==> config.mk <==
export PLATFORM = sky130hd
export DESIGN_NAME = regfile_we_sweep_decoder
export DESIGN_NICKNAME = d
export VERILOG_FILES = /design/src/rtl/regfile_we_sweep_decoder.sv
export SDC_FILE = /design/constraint.sdc
export NUM_CORES = 1
export LEC_CHECK = 0
export ABC_AREA = 1
export CAP_MARGIN = 20
export CORE_MARGIN = 4
export CORE_UTILIZATION = 46
export CTS_BUF_LIST = sky130_fd_sc_hd__clkbuf_4 sky130_fd_sc_hd__clkbuf_8
export DETAILED_ROUTE_END_ITERATION = 6
export HOLD_SLACK_MARGIN = 0.02
export PLACE_DENSITY_LB_ADDON = 0.3
export SLEW_MARGIN = 10
export SYNTH_ARGS = -nofsm -noshare
export SYNTH_HDL_FRONTEND = slang
export SYNTH_SLANG_ARGS = --single-unit
==> constraint.sdc <==
create_clock -name clk -period 1.49 [get_ports clk]
set_clock_uncertainty 0.15 [all_clocks]
set_input_delay 0.2235 -clock clk [delete_from_list [all_inputs] [get_ports clk]]
set_output_delay 0.2235 -clock clk [all_outputs]
set_load 0.02 [all_outputs]
==> src/rtl/regfile_we_sweep_decoder.sv <==
// Registered SEL_W-to-2^SEL_W one-hot write-enable decoder for a register file,
// with a hardware clear sweep that pulses every decodable enable once, in ascending order.
module regfile_we_sweep_decoder #(
    parameter int SEL_W     = 5,
    parameter bit ZERO_MASK = 1'b1
) (
    input  logic                  clk,
    input  logic                  rst_n,
    input  logic                  en,
    input  logic [SEL_W-1:0]      sel,
    input  logic                  clr_start,
    output logic [2**SEL_W-1:0]   out,
    output logic                  busy,
    output logic                  done
);

    localparam int               N     = 2**SEL_W;
    localparam logic [SEL_W-1:0] FIRST = ZERO_MASK ? SEL_W'(1) : SEL_W'(0);
    localparam logic [SEL_W-1:0] LAST  = SEL_W'(N - 1);

    typedef enum logic {
        IDLE  = 1'b0,
        SWEEP = 1'b1
    } state_t;

    state_t           state_q, state_d;
    logic [SEL_W-1:0] cnt_q, cnt_d;
    logic [N-1:0]     out_q, out_d;
    logic             done_q, done_d;

    // Bit 0 is hard-wired off when the register file has a constant $zero.
    function automatic logic [N-1:0] onehot(input logic [SEL_W-1:0] idx);
        logic [N-1:0] v;
        v = {{(N-1){1'b0}}, 1'b1} << idx;
        if (ZERO_MASK) v[0] = 1'b0;
        return v;
    endfunction

    // NOTE: async reset clears every register, so an interrupted sweep can never resume;
    // non-blocking assignments keep all registers updating together on the edge.
    always_ff @(posedge clk or negedge rst_n) begin
        if (!rst_n) begin
            state_q <= IDLE;
            cnt_q   <= '0;
            out_q   <= '0;
            done_q  <= 1'b0;
        end else begin
            state_q <= state_d;
            cnt_q   <= cnt_d;
            out_q   <= out_d;
            done_q  <= done_d;
        end
    end

    // NOTE: defaults first in every comb block so no path leaves a variable unassigned (no latch).
    always_comb begin
        state_d = state_q;
        unique case (state_q)
            IDLE:    if (clr_start)     state_d = SWEEP;
            SWEEP:   if (cnt_q == LAST) state_d = IDLE;
            default: state_d = IDLE;
        endcase
    end

    // clr_start outranks en in IDLE; all inputs are ignored during SWEEP.
    always_comb begin
        cnt_d  = cnt_q;
        out_d  = '0;
        done_d = 1'b0;
        unique case (state_q)
            IDLE: begin
                if (clr_start) begin
                    cnt_d = FIRST;
                end else if (en) begin
                    out_d = onehot(sel);
                end
            end
            SWEEP: begin
                out_d = onehot(cnt_q);
                if (cnt_q == LAST) begin
                    done_d = 1'b1;
                end else begin
                    cnt_d = cnt_q + SEL_W'(1);
                end
            end
            default: cnt_d = '0;
        endcase
    end

    assign out  = out_q;
    assign done = done_q;
    assign busy = (state_q == SWEEP);

endmodule

# After elaboration in Yosys (flattened, before gate mapping)
# Cells that the tools add are included.
dict set report word_totals {
  ff_bits 39
  wordCells 23
}
dict set report classes {
  n_addsub 1
  reduce_logical 1
  bitwise 1
  muxes 11
  eq_ne 3
  shifts 2
}
# op count
set ops {}
lappend ops {{32-bit two-way mux} 2}
lappend ops {{32-bit one-hot mux with 2 select lines} 1}
lappend ops {{1-bit by 5-bit left shift with 32-bit output (first input constant)} 2}
lappend ops {{5-bit two-way mux} 2}
lappend ops {{5-bit one-hot mux with 2 select lines} 1}
lappend ops {{5-bit by 1-bit adder with 5-bit output (second input constant)} 1}
lappend ops {{5-bit == test (second input constant)} 1}
lappend ops {{1-bit two-way mux} 4}
lappend ops {{2-bit inequality test (second input constant)} 2}
lappend ops {{1-bit one-hot mux with 2 select lines} 1}
lappend ops {{2-bit AND reduction} 1}
lappend ops {{1-bit inverter} 1}

# Logic depth before layout (Yosys ltp)
dict set report logic_depth {
  word_depth 4
  ltp_mapped 10
  mapped_depth_nobuf 10
}

# Worst setup path after synthesis
# Ideal clock, no wire load.
dict set report synth_path {
  path_kind {register to register}
  start {register cnt_q[0]}
  end {register cnt_q[3]}
  setup_slack_ps -139
  path_stages_with_launch 11
  path_buffers 0
  t_required_ps 1220
  synth_period_minus_slack_ps 1629
  arrival_time_ps 1359
  cell_sequence {dfrtp_1 ha_1 inv_1 nor2_1 ha_1 inv_1 nand2_1 nand2_1 inv_1 nand2_1 nand2_1}
}
dict set report synth_between {
  elab_chain_cells 3
  word_cells_on_any_way 6
}
# item line_no
set synth_lines {}
lappend synth_lines {{start: declaration} 27} ;# logic [SEL_W-1:0] cnt_q, cnt_d;
lappend synth_lines {{start signal: assignment} 49} ;# cnt_q <= cnt_d;
lappend synth_lines {{5-bit by 1-bit adder with 5-bit output or 5-bit == test (tied branches)} {83, 80}}
lappend synth_lines {{5-bit two-way mux or 2-bit inequality test (tied branches)} n/a}
lappend synth_lines {{5-bit one-hot mux with 2 select lines or 2-bit AND reduction (tied branches)} n/a}
# Parallel ways exist; a longest one is shown, timed or not. The select of a mux whose other input is x is not followed.
# A chain may end at the register's enable or synchronous reset.

# Worst setup path in the final report
dict set report layout_path {
  start {register cnt_q[0]}
  end {register out_q[8] (netlist: out[8])}
}
dict set report layout_between {
  elab_chain_cells 2
}
# item line_no
set layout_lines {}
lappend layout_lines {{1-bit by 5-bit left shift with 32-bit output} 34} ;# v = {{(N-1){1'b0}}, 1'b1} << idx;
lappend layout_lines {{32-bit one-hot mux with 2 select lines} 70} ;# unique case (state_q)
lappend layout_lines {{via out_d[8]} 28} ;# logic [N-1:0] out_q, out_d;
lappend layout_lines {{end signal: assignment} 50} ;# out_q <= out_d;
lappend layout_lines {{end: declaration} 28}
# The timed path passes the listed nets, and every way through them passes these cells.

==> results.md <==
* Combinational share of power at 47.1%
* Crit path arrival time at 1.56 ns
* CP Cell Sequence: buf_4 -> inv_1 -> ha_2 -> inv_1 -> nor2_2 -> nand2_2 -> o21ai_2
* First drt pass iteration count at 4
* WL per Instance at 13.4 um
* Buffers on Ports at 41
* Mapped Cells at 208
* Failing checks: setup timing
* CP Capture Type: flop
* Slowest cell on the critical path: dfrtp_1
* Post-Layout Cell Count at 318
* Placed cells at 306
* Sw Pwr at 1.61 mW
* Gpl congestion at 0.895
* Layout cell share with drive strength beyond 1 at 23.3%
* Largest cells by area after synthesis: dfrtp_1 (52%), nand2_1 (12%), ha_1 (4.8%)
* Synth cell types at 21
* Family with the most delay on the worst path: flip-flops
* FMAX at 0.671 GHz
* Root Buffer: clkbuf_8
* RSZ-0062 raised after global routing: true
* Detailed placement HPWL at 2980 um
* Core box area at 3740 um^2
* Slowest stage delay, CP at 0.38 ns
* Drt total wl at 4250 um
* Sw Share at 41.2%
* Antenna cells at 0
* Die H at 71.0 um
* Number of synthesized register bits at 38
* Total gr overflow at 0
* Syn Nets at 224
* Post-DR vias/cell at 5.06
* Peak VDD IR at 1.01 mV
* DR vias at 1,609
* CP most frequent cell: inv_1
* Period utilization at 100%
* Power Density at 1550 nW/um^2
* Antenna violations before repair at 0
* Clock Power Share at 19.0%
* Worst skew pair latency at 0.29 ns
* First-pass GRT wire length at 7000 um
* Crit-path max FO at 6
* Synth area leader: dfrtp_1
* Filler Cells Inserted at 317
* Setup ws final at -0.00119 ns
* Post-place setup slack at -0.0742 ns
* Sequential power share at 33.9%
* Slew Viols, Final at 0
* Total GRT Usage at 17.9%
* Required time of the worst setup path at 1.56 ns
* CTS Sinks at 38
* Max-cap violations at 0
* ANT nets after route at 0
* Hold WC Path Type: primary input to asynchronous set/reset pin
* Post-layout util at 67.6%
* Post-synthesis cell area at 1820 um^2
* DIE AREA at 5040 um^2
* Minimum clock period at 1.49 ns
* Die span in x at 71.0 um
* Row count at 22
* Residual DRC count at 0
* Fin nets at 285
* Worst Path Buf+Inv at 3
* Area growth, synth to finish at 38.7%
* Number of global-route vias before repair at 1,508
* Starting Density at 48.7%
* Largest net degree at the start of global routing at 39
* Area share of the largest cell type after synthesis at 52.1%
* Startpoint types: flop
* Register area share after synthesis at 52.1%
* Final setup fails at 1
* H-tree depth at 2
* Clk pin slew, worst setup/hold paths at 0.07 ns
* Kind of critical path: flop to flop
* Yosys warnings at 0
* Detailed Route Iter0 Violations at 100
* Leakage power at 1.35 nW
* Synth Area per Inst at 8.77 um^2
* Clk buf depth at 2
* Status: finished, violations left
* CTS Buf Count at 5
* Internal at 2.30 mW
* CTS tree: built
* Ports at 43
* Hold Vio Cnt, Final at 0
-- worst min-delay path, stage by stage --
cell and delay [ns]:
dlygate4sd3_1 0.52, buf_2 0.09, buf_4 0.40
-- layer usage --
layer	track usage [%]	up-vias	share of wire, %
li1	-	788	-
met1	23.2	753	46
met2	27.2	59	46
met3	5.54	9	6.0
met4	8.56	0	1.9
met5	0	-	0
-- layout by cell type, fill, tap and decap left out, types with 4 or more instances in the layout --
cell,count
nor2_1,15
nand4_1,6
o21ai_0,7
clkdlybuf4s50_1,7
nand3_1,16
buf_4,19
clkbuf_8,6
dfrtp_1,38
dlygate4sd2_1,32
inv_1,14
ha_1,4
o21ai_2,11
nand2_1,53
inv_2,4
o21ai_1,11
-- synthesized netlist by cell type, drive strengths merged --
master	number
buf	7
clkbuf	1
conb	1
dfrtp	38
ha	7
inv	21
nand2	58
nand3	17
nand4	7
nor2	19
nor3	2
o21ai	29
o22ai	1
-- area by class of cell --
cell class                 count  area, um^2  area share (%)
clock buffer                   7        90.1            3.56
clock inverter                 1        5.00           0.198
inverter                      21        86.3            3.41
multi-input combinational    141         800            31.6
sequential                    38         951            37.6
tap                           48        60.1            2.37
timing repair buffer          62         538            21.3
-- worst paths after layout --
kind                                   endpoint  slack (ns)            startpoint  cells past startpoint
max                            out[8]$_DFF_PN0_      -0.001  cnt_q[0]$_DFFE_PN0P_                      7
min                            out[2]$_DFF_PN0_        0.36                 rst_n                      3
max reg2reg                    out[8]$_DFF_PN0_      -0.001  cnt_q[0]$_DFFE_PN0P_                      7
min reg2reg                cnt_q[0]$_DFFE_PN0P_        0.45  cnt_q[0]$_DFFE_PN0P_                      2
max in group asynchronous  cnt_q[2]$_DFFE_PN0P_        0.51                 rst_n                      3
min in group clk           cnt_q[0]$_DFFE_PN0P_        0.45  cnt_q[0]$_DFFE_PN0P_                      2
-- registers in the layout (all words and copies together) (netlist names) --
register / flops
busy: 1
out: 31
done: 1
cnt_q: 5
-- power groups by stage --
stage	clock, mW	sequential (mW)	combinational (mW)
final	0.741	1.33	1.84
after CTS	0.756	1.32	1.70
after global placement	0	1.34	1.69
after floorplan	0	1.53	0.872
after global routing	0.793	1.35	2.01
after detailed placement	0	1.35	1.72
-- logic make-up (layout without fill, tap and decap cells) --
logic type | after synthesis | count (layout) | synth area share, %
and+or+nand+nor | 103 | 103 | 24.9
DFF | 38 | 38 | 52.1
AOI/OAI and AO/OA | 30 | 30 | 10.4
buffers and inverters | 29 | 91 | 7.61
adders and majority gates | 7 | 7 | 4.80
other | 1 | 1 | 0.206
-- per-stage QoR --
| stage | power, mW | setup TNS (ns) | instance area (um^2) | hold WS, ns |
|---|---|---|---|---|
| 2_1_floorplan | 2.40 | -0.00730 | 1830 | -0.222 |
| 3_3_place_gp | 3.03 | -1.28 | 2370 | 0.138 |
| 6_report | 3.91 | -0.00119 | 2530 | 0.357 |
| 4_1_cts | 3.78 | 0 | 2460 | 0.370 |
| 5_1_grt | 4.16 | -0.413 | 2530 | 0.422 |
| 3_5_place_dp | 3.07 | -1.64 | 2370 | 0.146 |
-- what timing repair did --
item	4_1_cts	5_1_grt
endpoints found under the setup margin	38	23
hold endpoints to repair	38	0
resized for setup	37	16
gates cloned	0	0
hold buffers	1	0
setup buffers	2	1
pin swaps	2	7
(Power assumes the default switching activity.)
